$ cat config.mk
export PLATFORM = sky130hd
export DESIGN_NAME = serial_comparator_flat
export DESIGN_NICKNAME = d
export VERILOG_FILES = /design/src/rtl/serial_comparator_if.sv /design/src/rtl/serial_comparator.sv /design/src/flat_wrapper.sv
export SDC_FILE = /design/constraint.sdc
export NUM_CORES = 1
export LEC_CHECK = 0
export CORE_ASPECT_RATIO = 0.5
export CORE_MARGIN = 4
export CORE_UTILIZATION = 50
export CTS_CLUSTER_SIZE = 20
export DETAILED_ROUTE_END_ITERATION = 6
export PLACE_DENSITY = 0.81
export SLEW_MARGIN = 20
export SYNTH_ARGS = -nofsm -noshare
export SYNTH_HDL_FRONTEND = slang
export SYNTH_SLANG_ARGS = --single-unit
$ cat constraint.sdc
create_clock -name clk -period 2.5 [get_ports clk]
set_input_delay 0.5 -clock clk [delete_from_list [all_inputs] [get_ports clk]]
set_output_delay 0.5 -clock clk [all_outputs]
set_load 0.05 [all_outputs]
$ cat src/rtl/serial_comparator_if.sv
// Request/result bundle of the chunked magnitude comparator.
// The requester drives the master side; the comparator is the slave.
interface serial_comparator_if #(
   parameter int N = 32
);
   logic         start;
   logic         signed_mode;
   logic [N-1:0] a;
   logic [N-1:0] b;
   logic         busy;
   logic         done;
   logic         lesser;
   logic         equal;
   logic         greater;

   modport master (
      output start, signed_mode, a, b,
      input  busy, done, lesser, equal, greater
   );

   modport slave (
      input  start, signed_mode, a, b,
      output busy, done, lesser, equal, greater
   );
endinterface

$ cat src/rtl/serial_comparator.sv
// Magnitude comparator walking W-bit chunks MSB first, stopping at
// the first differing chunk; signed or unsigned per request.
module serial_comparator #(
   parameter int N = 32,
   parameter int W = 8
) (
   input logic                clk,
   input logic                rst,
   serial_comparator_if.slave bus
);
   localparam int C  = N / W;
   localparam int KW = (C > 1) ? $clog2(C) : 1;
   localparam logic [N-1:0]  MSB_M  = N'(1) << (N - 1);
   localparam logic [KW-1:0] K_LAST = KW'(C - 1);

   typedef enum logic [1:0] {
      IDLE,
      CMP,
      DONE
   } state_t;

   state_t        state_q;
   logic [N-1:0]  a_q;
   logic [N-1:0]  b_q;
   logic [KW-1:0] k_q;
   logic          busy_q;
   logic          done_q;
   logic          lt_q;
   logic          eq_q;
   logic          gt_q;

   // Operands shift left after each equal chunk, so the live chunk
   // always sits in the top W bits.
   logic [W-1:0] ca;
   logic [W-1:0] cb;
   assign ca = a_q[N-1 -: W];
   assign cb = b_q[N-1 -: W];

   always_ff @(posedge clk or posedge rst) begin
      if (rst) begin
         state_q <= IDLE;
         a_q     <= '0;
         b_q     <= '0;
         k_q     <= '0;
         busy_q  <= 1'b0;
         done_q  <= 1'b0;
         lt_q    <= 1'b0;
         eq_q    <= 1'b0;
         gt_q    <= 1'b0;
      end else begin
         unique case (state_q)
            IDLE, DONE: begin
               done_q <= 1'b0;
               if (bus.start) begin
                  // Flipping both sign bits maps two's-complement
                  // order onto unsigned order.
                  a_q     <= bus.a ^ (bus.signed_mode ? MSB_M : '0);
                  b_q     <= bus.b ^ (bus.signed_mode ? MSB_M : '0);
                  k_q     <= '0;
                  busy_q  <= 1'b1;
                  state_q <= CMP;
               end else begin
                  state_q <= IDLE;
               end
            end
            CMP: begin
               if (ca != cb || k_q == K_LAST) begin
                  lt_q    <= ca < cb;
                  eq_q    <= ca == cb;
                  gt_q    <= ca > cb;
                  busy_q  <= 1'b0;
                  done_q  <= 1'b1;
                  state_q <= DONE;
               end else begin
                  a_q <= a_q << W;
                  b_q <= b_q << W;
                  k_q <= k_q + 1'b1;
               end
            end
            default: begin
               busy_q  <= 1'b0;
               done_q  <= 1'b0;
               state_q <= IDLE;
            end
         endcase
      end
   end

   assign bus.busy    = busy_q;
   assign bus.done    = done_q;
   assign bus.lesser  = lt_q;
   assign bus.equal   = eq_q;
   assign bus.greater = gt_q;
endmodule

$ cat src/flat_wrapper.sv
// flat-port wrapper written by rule: the top's interface ports become plain ports
module serial_comparator_flat 
#(
   parameter int N = 32,
   parameter int W = 8
)
  (clk, rst, bus_start, bus_signed_mode, bus_a, bus_b, bus_busy, bus_done, bus_lesser, bus_equal, bus_greater);
  serial_comparator_if #(.N(N)) bus_i ();
  input logic clk;
  input logic rst;
  input wire logic [$bits(bus_i.start)-1:0] bus_start;
  input wire logic [$bits(bus_i.signed_mode)-1:0] bus_signed_mode;
  input wire logic [$bits(bus_i.a)-1:0] bus_a;
  input wire logic [$bits(bus_i.b)-1:0] bus_b;
  output wire logic [$bits(bus_i.busy)-1:0] bus_busy;
  output wire logic [$bits(bus_i.done)-1:0] bus_done;
  output wire logic [$bits(bus_i.lesser)-1:0] bus_lesser;
  output wire logic [$bits(bus_i.equal)-1:0] bus_equal;
  output wire logic [$bits(bus_i.greater)-1:0] bus_greater;
  assign bus_i.start = bus_start;
  assign bus_i.signed_mode = bus_signed_mode;
  assign bus_i.a = bus_a;
  assign bus_i.b = bus_b;
  assign bus_busy = bus_i.busy;
  assign bus_done = bus_i.done;
  assign bus_lesser = bus_i.lesser;
  assign bus_equal = bus_i.equal;
  assign bus_greater = bus_i.greater;
  serial_comparator #(.N(N), .W(W)) u_core (.clk(clk), .rst(rst), .bus(bus_i));
endmodule
==> impl_results.md <==
* Clock buffer count from CTS at 9
* Detail Route Antenna Nets at 0
* Post-Syn Area at 0.00328 mm2
* Wire per inst at 16.5 um
* Critical Path End: u_core.a_q[13]
* Worst hold path class: flip-flop to flip-flop
* 1st-iter DRT viols at 215
* Synth Area in Adders at 0.0344
* PwrDens at 785 mW/mm2
* Rows at 20
* Area of the die at 0.00799 mm2
* Synth Register Bits at 72
* CTS tree: yes
* Drt total wl at 8100 um
* Final Hold Viols at 0
* P&R area growth vs syn at 33.9%
* Switching Power at 0.926 mW
* Combinational share of power at 0.188
* Post-Synth XOR/XNOR Area at 0.00535
* Static leakage power at 1.91 nW
* Reg2reg start: u_core.a_q[30]
* Largest family of logic cells by synthesized area: compound AO/OA/AOI/OAI gates
* First-pass GRT wire length at 13100 um
* Sequential power share at 0.417
* CP Launch Type: flip-flop
* Finished Cell Area at 0.00439 mm2
* RePlAce Congestion at 0.820
* Tot Pwr at 3.44 mW
* Yosys warning total at 0
* Via-to-Cell Ratio at 5.64
* RSZ-0062 raised after global routing: false
* DR pass1 iterations at 4
* Worst clock skew at 0.00403 ns
* Actual slew at the worst max-slew pin at 0.663 ns
* Synth Area in Compound Gates at 0.204
* Max clock buf depth at 2
* Dpl cells at 474
* Post-synth cell types at 29
* Clock Tree Root: clkbuf_16
* CP Launch Point: u_core.a_q[30]
* Max_cap viols at 0
* Fin crit share at 0.866
* Layout cell share with drive strength beyond 1 at 0.104
* Cts hold-fix bufs at 0
* Sequential area share after synthesis at 0.550
* Via Count at 2763
* Port-buffer cells at 72
* Die W at 122 um
* CP arrival at 2.37 ns
* Register-to-register setup slack at 0.34 ns
* Post-placement cell area at 0.00407 mm2
* Core area at 0.00621 mm2
* Yosys top cell by area: dfrtp_1
* CP Class: flip-flop to flip-flop
* Most frequent cells in the layout: clkdlybuf4s50_1 (72), dfrtp_1 (72), o22ai_1 (47), nor2_1 (40), nand2_1 (37)
* Fmax at 462 MHz
* # diodes at 0
* Dpl hpwl at 5360 um
* Run status: complete, no violations
* Grt ovf at 0
* Max Slew Vio Count at 0
* Worst R2R Path Depth at 6
* Final cell count without fillers at 490
* Place WS at 0.397 ns
* # IOs at 73
* Setup tns final at 0 ns
* Gate Count Post-Synth at 332
* Die Ht at 65.2 um
* Post-synthesis mux area share at 0.00344
* Worst r2r dst: u_core.a_q[13]
* Hold_ws at 0.492 ns
* Cts repair resizes at 0
* Synth Area in Simple Gates at 0.140
* Initial antenna violation count at 0
* Final setup margin at 0.335 ns
* CTS Sinks at 72
* Reg clk slew, reported paths at 0.05 ns
* Slew headroom at 0.558
* Vias in the first global route at 2698
* GRT Util Overall at 0.217
* Largest cells by area after synthesis: dfrtp_1 (55%), o22ai_1 (9.0%), a21oi_1 (5.2%)
* Area fraction of the dominant cell type after synthesis at 0.550
* Crit. End Element: flip-flop
* Final setup fails at 0
* Final core utilization at 0.707
* DRC Markers at 0
* Clock power frac at 0.395
* Syn_nets at 409
* Largest net degree at the start of global routing at 73
* CP required at 2.71 ns
* Initial Util at 0.528
* Peak supply drop at 0.575 mV
* Clock Latency Late Sink at 0.34 ns
* Total setup buffers inserted after CTS at 0
* Syn avg cell area at 9.87 um2
* Switching share of power at 0.269
* Net count, final at 474
* Critical path peak fanout at 23
* Fin crit period at 2.16 ns
* CTS HTree Levels at 3
* Internal at 2.52 mW
## power by group through the flow
stage	logic (mW)	clock network, mW	registers [mW]
6_report	0.646	1.36	1.44
5_1_grt	0.711	1.43	1.45
4_1_cts	0.650	1.38	1.43
3_5_place_dp	0.638	0	1.45
3_3_place_gp	0.610	0	1.44
2_1_floorplan	0.341	0	1.48
## worst max-delay path, cell delays in order, from the launching register on
cell      delay, ns
dfrtp_1        0.40
ha_1           0.32
and4_4         0.27
nand4b_4       0.35
buf_4          0.35
o22ai_1        0.26
a21oi_1        0.08
## synth_stat cells (all sizes together)
master and instances:
dfrtp 72, o22ai 47, a21oi 43, nor2 40, nand2 37, nand3 19, buf 17, inv 12
clkbuf 9, ha 9, a31oi 8, o21ai 3, and4 2, nand2b 2, o221a 2, a21o 1
a221oi 1, and2b 1, mux2 1, nand4b 1, nor2b 1, o2bb2ai 1, o32ai 1, xnor2 1
xor2 1
## cell families (layout without fill, tap and decap cells)
kind of cell / after synthesis / count (layout)
adder cells (fa/ha/maj): 9 / 9
flip-flops: 72 / 72
multiplexers: 1 / 1
XOR/XNOR: 2 / 2
AND/OR/NAND/NOR: 103 / 103
AO/OA/AOI/OAI: 107 / 107
buffers and inverters: 38 / 108
## worst min-delay path by stage
stage | start | endpoint | slack (ns) | cells past startpoint
floorplan | u_core.a_q[1] | u_core.a_q[1] | 0.46 | 2
global placement | u_core.bus.greater | u_core.bus.greater | 0.47 | 1
detailed placement | u_core.b_q[0] | u_core.b_q[0] | 0.48 | 2
CTS | u_core.b_q[0] | u_core.b_q[0] | 0.50 | 2
global route | u_core.b_q[4] | u_core.b_q[4] | 0.53 | 2
finish | u_core.a_q[6] | u_core.a_q[6] | 0.49 | 2
## final cells by class
type                    instances  area, um2
fillers                       469       1820
clock buffers                   9        225
repair buffers                 80        831
clock inverters                 7       96.3
multi-input cells             222       1280
well taps                      88        110
inverters                      12       45.0
flip-flops and latches         72       1800
## flip-flops by register name (all words and copies together), names as in the netlist
register            cells
u_core.a_q             32
u_core.b_q             32
u_core.bus.busy         1
u_core.bus.equal        1
u_core.bus.greater      1
u_core.bus.lesser       1
u_core.k_q              2
u_core.state_q          2
## layer usage
layer	GRT usage	up-vias	part of all wire
met5	0	-	0
met1	0.276	1345	0.42
met4	0.0809	0	0.019
li1	-	1323	-
met2	0.354	81	0.50
met3	0.0653	14	0.060
No activity file was read; power rests on OpenSTA's default activity.
